**config.mk**
```make
export PLATFORM = sky130hd
export DESIGN_NAME = reg_file_autoinit
export DESIGN_NICKNAME = d
export VERILOG_FILES = /design/src/rtl/reg_file_autoinit.sv
export SDC_FILE = /design/constraint.sdc
export NUM_CORES = 1
export LEC_CHECK = 0
export ABC_AREA = 1
export CAP_MARGIN = 15
export CORE_ASPECT_RATIO = 0.7
export CORE_UTILIZATION = 52
export DETAILED_ROUTE_END_ITERATION = 12
export HOLD_SLACK_MARGIN = 0.06
export PLACE_DENSITY = 0.77
export SLEW_MARGIN = 20
export SYNTH_ARGS = -nofsm -noshare
export SYNTH_HDL_FRONTEND = slang
export SYNTH_SLANG_ARGS = --single-unit
```
**constraint.sdc**
```tcl
create_clock -name Clk -period 1.8 [get_ports Clk]
set_input_delay 0.36 -clock Clk [delete_from_list [all_inputs] [get_ports Clk]]
set_output_delay 0.36 -clock Clk [all_outputs]
set_load 0.01 [all_outputs]
```
**src/rtl/reg_file_autoinit.sv**
```systemverilog
// Register file with two combinational read ports, one synchronous write port and a
// built-in sequencer that walks every register with a mode-selected value after reset/Init.

module rf_rdport #(
  parameter int DW       = 8,
  parameter int AW       = 3,
  parameter bit ZERO_REG = 1'b0,
  parameter bit BYPASS   = 1'b1
) (
  input  logic [2**AW-1:0][DW-1:0] core,
  input  logic [AW-1:0]            addr,
  input  logic                     busy,
  input  logic                     wr_fwd,
  input  logic [AW-1:0]            wr_addr,
  input  logic [DW-1:0]            wr_data,
  output logic [DW-1:0]            data
);
  always_comb begin
    data = core[addr];
    if (BYPASS && wr_fwd && (addr == wr_addr)) data = wr_data;
    // Zero register and the busy blanking override everything, including bypass.
    if ((ZERO_REG && (addr == '0)) || busy) data = '0;
  end
endmodule

module reg_file_autoinit #(
  parameter int          DW        = 8,
  parameter int          AW        = 3,
  parameter int          INIT_MODE = 1,
  parameter logic [DW-1:0] INIT_VAL = '0,
  parameter bit          ZERO_REG  = 1'b0,
  parameter bit          BYPASS    = 1'b1
) (
  input  logic          Clk,
  input  logic          Reset,
  input  logic          Init,
  input  logic          WrEn,
  input  logic [AW-1:0] WrAddr,
  input  logic [DW-1:0] WrData,
  input  logic [AW-1:0] RdAddrA,
  input  logic [AW-1:0] RdAddrB,
  output logic [DW-1:0] RdDataA,
  output logic [DW-1:0] RdDataB,
  output logic          Busy,
  output logic          Ready,
  output logic          WrErr
);
  localparam int DEPTH = 2**AW;
  localparam int NRD   = 2;

  typedef enum logic {S_INIT, S_READY} state_t;

  state_t                     state, nxt_state;
  logic [AW-1:0]              ptr, nxt_ptr;
  logic [DEPTH-1:0][DW-1:0]   core;
  logic                       wr_go, drop, wr_fwd;
  logic [AW-1:0]              wr_addr;
  logic [DW-1:0]              wr_data, init_data;
  logic [DW+AW-1:0]           ptr_ext;
  logic [NRD-1:0][AW-1:0]     rd_addr;
  logic [NRD-1:0][DW-1:0]     rd_data;

  // Zero-extend then truncate so any DW/AW ratio works for the index pattern.
  assign ptr_ext = {{DW{1'b0}}, ptr};

  always_comb begin
    case (INIT_MODE)
      1:       init_data = ptr_ext[DW-1:0];
      2:       init_data = INIT_VAL;
      default: init_data = '0;
    endcase
  end

  always_comb begin
    nxt_state = state;
    nxt_ptr   = ptr;
    wr_go     = 1'b0;
    wr_addr   = WrAddr;
    wr_data   = WrData;
    drop      = 1'b0;
    case (state)
      S_INIT: begin
        wr_go   = 1'b1;
        wr_addr = ptr;
        wr_data = init_data;
        nxt_ptr = ptr + 1'b1;
        drop    = WrEn;
        if (ptr == '1) nxt_state = S_READY;
      end
      default: begin
        if (Init) begin
          nxt_state = S_INIT;
          nxt_ptr   = '0;
          drop      = WrEn;
        end else begin
          wr_go = WrEn;
        end
      end
    endcase
  end

  always_ff @(posedge Clk or posedge Reset) begin
    if (Reset) begin
      state <= S_INIT;
      ptr   <= '0;
      WrErr <= 1'b0;
    end else begin
      state <= nxt_state;
      ptr   <= nxt_ptr;
      WrErr <= drop;
    end
  end

  // Storage is deliberately unreset; the sequencer rewrites every slot.
  always_ff @(posedge Clk) begin
    if (wr_go && !(ZERO_REG && (wr_addr == '0))) core[wr_addr] <= wr_data;
  end

  assign Busy   = (state == S_INIT);
  assign Ready  = ~Busy;
  assign wr_fwd = WrEn && (state == S_READY) && !Init;

  assign rd_addr = {RdAddrB, RdAddrA};

  for (genvar g = 0; g < NRD; g++) begin : g_rd
    rf_rdport #(.DW(DW), .AW(AW), .ZERO_REG(ZERO_REG), .BYPASS(BYPASS)) u_rd (
      .core    (core),
      .addr    (rd_addr[g]),
      .busy    (Busy),
      .wr_fwd  (wr_fwd),
      .wr_addr (WrAddr),
      .wr_data (WrData),
      .data    (rd_data[g])
    );
  end

  assign RdDataA = rd_data[0];
  assign RdDataB = rd_data[1];
endmodule

```
# == Word-level counts from Yosys, hierarchy flattened ==
# Cells that the tools add are included.
# Widths: inputs -> output; s select.
# word_totals
regBits,69
in_bits,21
output_inout_bits,19
elab_cells,49
# classes
add_sub_neg,1
order_cmp,4
n_eq_ne,4
n_mux,22
bitwise,1
n_reduce_logical,6
# op_table
op,count
$bwmux 64,1
$mux 8,8
$bmux 8 s3,2
$demux 8 s3,1
$lt 3x4->1 const B,3
$mux 3,3
$mux 1,7
$eq 3x3->1,2
$logic_and 1x1->1,5
$add 3x1->3 const B,1
$eq 3x3->1 const B,1
$ge 3x1->1 const B,1
$ne 2x2->1 const B,1
$logic_not 1->1,1
$not 1->1,1

# == Logic depth before layout (Yosys ltp) ==
# logic_depth
word_depth,6
ltp_mapped,9
depth_no_buf,8

# == Hierarchy ==
# A second synthesis with hierarchy kept.
# unflattened
hier_cells,519
area_unflattened_um2,4232.8
# modules_own_cells
mod,n_inst,cells_per_inst,area_per_inst_um2,seq_area_each_um2
reg_file_autoinit,1,139,2371.0,2047.0
rf_rdport,2,190,930.9,0.0

# == Worst setup path after synthesis ==
# No wires, ideal clock.
# synth_path
path_kind,register to register
startpoint,register state (netlist: Ready)
endpoint,"register core[32] (netlist bit), enable pin"
setup_time_ns,0.370
arrival_ns,1.345
t_required_ns,1.430
path_slack_ns,0.085
stages_incl_launch_ff,7
n_path_buf,1
period_less_slack_ns,1.715
cell_sequence,dfrtp_1 > buf_4 > nor2_1 > a21oi_2 > inv_1 > nand2_1 > nor2_1
# synth_via
elab_chain_len,1
# synth_rtl
element,line_no,source
from (decl),53,"state_t state, nxt_state;"
from (signal assigned),108,state <= nxt_state;
$mux 1,81,case (state)
"to (signal, indexed assignment)",116,if (wr_go && !(ZERO_REG && (wr_addr == '0))) core[wr_addr] <= wr_data;
to (decl),55,logic [DEPTH-1:0][DW-1:0] core;
# Every way passes these cells.
# A chain may end at the register's enable or synchronous reset.

# == Final worst setup path ==
# layout_path
startpoint,register state (netlist: Ready)
endpoint,output RdDataB[3]
# layout_via
elab_chain_len,5
# layout_rtl
element,line_no,source
$logic_and 1x1->1 (2 in a row),121,assign wr_fwd = WrEn && (state == S_READY) && !Init;
$logic_and 1x1->1,20,if (BYPASS && wr_fwd && (addr == wr_addr)) data = wr_data;
$mux 8,20,
$mux 8 (*),22,if ((ZERO_REG && (addr == '0)) || busy) data = '0;
to (decl),43,"output logic [DW-1:0] RdDataB,"
# Every way passes the cells marked *; elsewhere a longest branch is shown, timed or not.

==> impl_metrics.env <==
export IMPL_clk_insertion_delay_late_ps=350
export IMPL_yosys_top_cells_area="edfxtp_1 (47%), nand2_1 (19%), nand3_1 (12%), nor2_1 (5.4%), dfrtp_1 (3.1%)"
export IMPL_multi_input_comb_area_um2=1840
export IMPL_ir_drop_mv=0.737
export IMPL_worst_pin_slew_ps=580
export IMPL_fraction_of_layout_instances_using_a_drive_strength_above_1_pct=22.5
export IMPL_worstPathRequired_ps=1440
export IMPL_mapped_cell_area_um2=4050
export IMPL_post_synth_top_flop="edfxtp_1"
export IMPL_clock_path_buffers=2
export IMPL_ys_seq_area_share_pct=50.5
export IMPL_leakage_nw=2.33
export IMPL_cts_root_buffer="clkbuf_8"
export IMPL_antenna_found_initial=0
export IMPL_synthCells=513
export IMPL_timing_final_hold_violations=0
export IMPL_min_path_type="primary input to async pin"
export IMPL_grt_max_degree=33
export IMPL_synth_cell_type_count=22
export IMPL_path_clk_slew_ps=80
export IMPL_antenna_cells_inserted=0
export IMPL_number_of_global_route_vias_before_repair=3583
export IMPL_path_class="register to output port"
export IMPL_critical_path_slowest_cell="dfrtp_1"
export IMPL_clock_sinks=69
export IMPL_die_height_um=75.9
export IMPL_post_synth_edffs=64
export IMPL_first_pass_grt_wire_length_mm=18.0
export IMPL_tritoncts_num_buffers=9
export IMPL_synth_top_cell_area_share_pct=47.4
export IMPL_rsz0062_at_grt="yes"
export IMPL_floorplan_initialDensity_pct=54.7
export IMPL_maxClockFrequency_ghz=0.501
export IMPL_io_buffer_count=39
export IMPL_timing_critical_path_slowest_cell_delay_ps=400
export IMPL_synth_most_common_cell="nand2_1"
export IMPL_design_core_area_um2=7420
export IMPL_max_cap_viol_count=0
export IMPL_crit_arrival_ps=1640
export IMPL_failing_checks="negative setup slack"
export IMPL_fp_row_count=26
export IMPL_worstRegToRegCells=6
export IMPL_final_setup_viol_count=41
export IMPL_post_synth_cell_area_avg_um2=7.90
export IMPL_report_final_slew_viol_count=0
export IMPL_ctsHtreeMaxLevel=3
export IMPL_gr_usage_all_layers_pct=30.5
export IMPL_fin_ws_ps=-196
export IMPL_final_min_period_over_clock_period_pct=111
export IMPL_mappedNetlistNets=536
export IMPL_cts_tree="done"
export IMPL_outcome="complete, but fails checks"
export IMPL_synth_seq_cells=69
export IMPL_dr_total_vias=3877
export IMPL_p_per_area_nw_per_um2=1360
export IMPL_r2r_end="core[14]$_DFFE_PP_"
export IMPL_detail_route_wirelength_mm=12.0
export IMPL_route_detailed_drc=0
export IMPL_route_detailed_vias_per_inst=5.63
export IMPL_dp_cells=671
export IMPL_timing_clock_skew_ps=7.75
export IMPL_pre_cts_ws_ps=-851
export IMPL_antenna_left=0
export IMPL_worst_slew_margin_rel_pct=61.3
export IMPL_critPathCaptureType="output port"
export IMPL_i_o_pin_cnt=40
export IMPL_finalNonFillerCells=689
export IMPL_timing_reg2reg_setup_slack_ps=-100
export IMPL_overflow_after_grt=0
export IMPL_total_power_mw=6.90
export IMPL_critical_path_reg2reg_startpoint="Ready$_DFF_PP0_"
export IMPL_routed_wire_length_per_instance_um=17.4
export IMPL_synthDominantAreaCellType="edfxtp_1"
export IMPL_initialDrtViolationCount=395
export IMPL_drt_pass1_iter_count=5
export IMPL_final_period_minus_worst_setup_slack_ps=2000
export IMPL_fp_dieArea_um2=8160
export IMPL_fp_dieW_um=108
export IMPL_layout_filler_cells=546
export IMPL_place_gp_congestion=0.974
export IMPL_timing_critical_path_cells="nand3b_4 -> nor2_8 -> buf_8 -> nand3_1 -> nand2_1 -> nor2_2 -> buf_2"
export IMPL_place_detailed_hpwl_mm=7.89
export IMPL_crit_fanout=8
export IMPL_synthToLayoutAreaGrowth_pct=25.4
export IMPL_ys_warn_count=0
export IMPL_asyncSetResetFlopFracSynth_pct=7.25
export IMPL_layout_area_seq_um2=2050
export IMPL_finish_net_count=609
export IMPL_synth_cells_most_frequent="nand2_1 (207), nand3_1 (96), edfxtp_1 (64)"
export IMPL_worstSetupStartpointType="register"
-- logic make-up (layout without fill, tap and decap cells) --
group           Yosys count  count (layout)  share of synthesized area (%)
flops                    69              69                           50.5
compound gates           10              10                           1.45
simple gates            374             374                           40.3
fa+ha+maj                 2               2                          0.617
buf+inv                  58             136                           7.10
-- cells in the final DEF (no fill, tap or decap), drive strengths merged --
master         Yosys  final
clkdlybuf4s50      0     12
nor2              65     65
clkbuf             2      9
dlygate4sd2        0      8
ha                 2      2
buf               25     66
a21oi              4      4
nand3             96     96
o21bai             2      2
nand3b             1      1
bufinv             0      1
inv               31     32
clkinv             0      4
nand2            212    212
clkdlybuf4s15      0      2
bufbuf             0      1
o21ai              4      4
edfxtp            64     64
dfrtp              5      5
clkinvlp           0      1
-- report_power, final --
group	total (mW)	internal, mW	switching [mW]
Combinational	2.74	0.957	1.78
Clock	1.26	0.643	0.621
Sequential	2.90	2.63	0.267
-- critical path, delay by kind of cell (launching register included) --
kind / cells / cell delay, ps
flip-flops: 1 / 400
buffers and inverters: 2 / 290
AND/OR/NAND/NOR: 5 / 590
-- cell type report --
type,count,area share (%)
timing repair buffer,89,15.0
clock buffer,9,2.44
clock inverter,7,1.45
multi-input combinational,386,36.1
sequential,69,40.3
inverter,31,2.34
tap,98,2.41
-- flip-flops by register name, indices dropped and copies added, names as in the netlist --
signal  count
Ready       1
WrErr       1
core       64
ptr         3
-- metal layers --
metal | GRT usage (%) | routed length (um)
met5 | 0 | 0
met4 | 13.7 | 354
met3 | 7.70 | 1240
met2 | 48.1 | 5500
met1 | 40.6 | 4870
-- worst max-delay path by stage --
stage	end	cells past startpoint	slack, ps	from
after detailed placement	RdDataA[2]	10	-850	RdAddrA[0]
after global routing	RdDataB[3]	7	-270	Ready$_DFF_PP0_
final	RdDataB[3]	7	-200	Ready$_DFF_PP0_
after CTS	RdDataA[2]	7	-190	Ready$_DFF_PP0_
after floorplan	core[32]$_DFFE_PP_	6	80	Ready$_DFF_PP0_
after global placement	RdDataB[1]	9	-800	RdAddrB[0]
-- stage by stage --
stage	TNS, ps	util [%]	hold WS [ps]	area, um^2
finish	-3420	68.6	236	5080
floorplan	0	-	139	4050
global route	-10120	68.6	271	5080
detailed placement	-28420	64.5	549	4780
global placement	-27960	64.5	557	4780
CTS	-2050	67.6	233	5020
-- repair_timing --
item                                    4_1_cts  5_1_grt
cloned                                        1        0
setup buffers                                 1        0
gates resized for setup                     106       18
pin swaps                                     9       10
endpoints found under the setup margin       71       90
hold buffers                                  0        0
(Power assumes the default switching activity.)
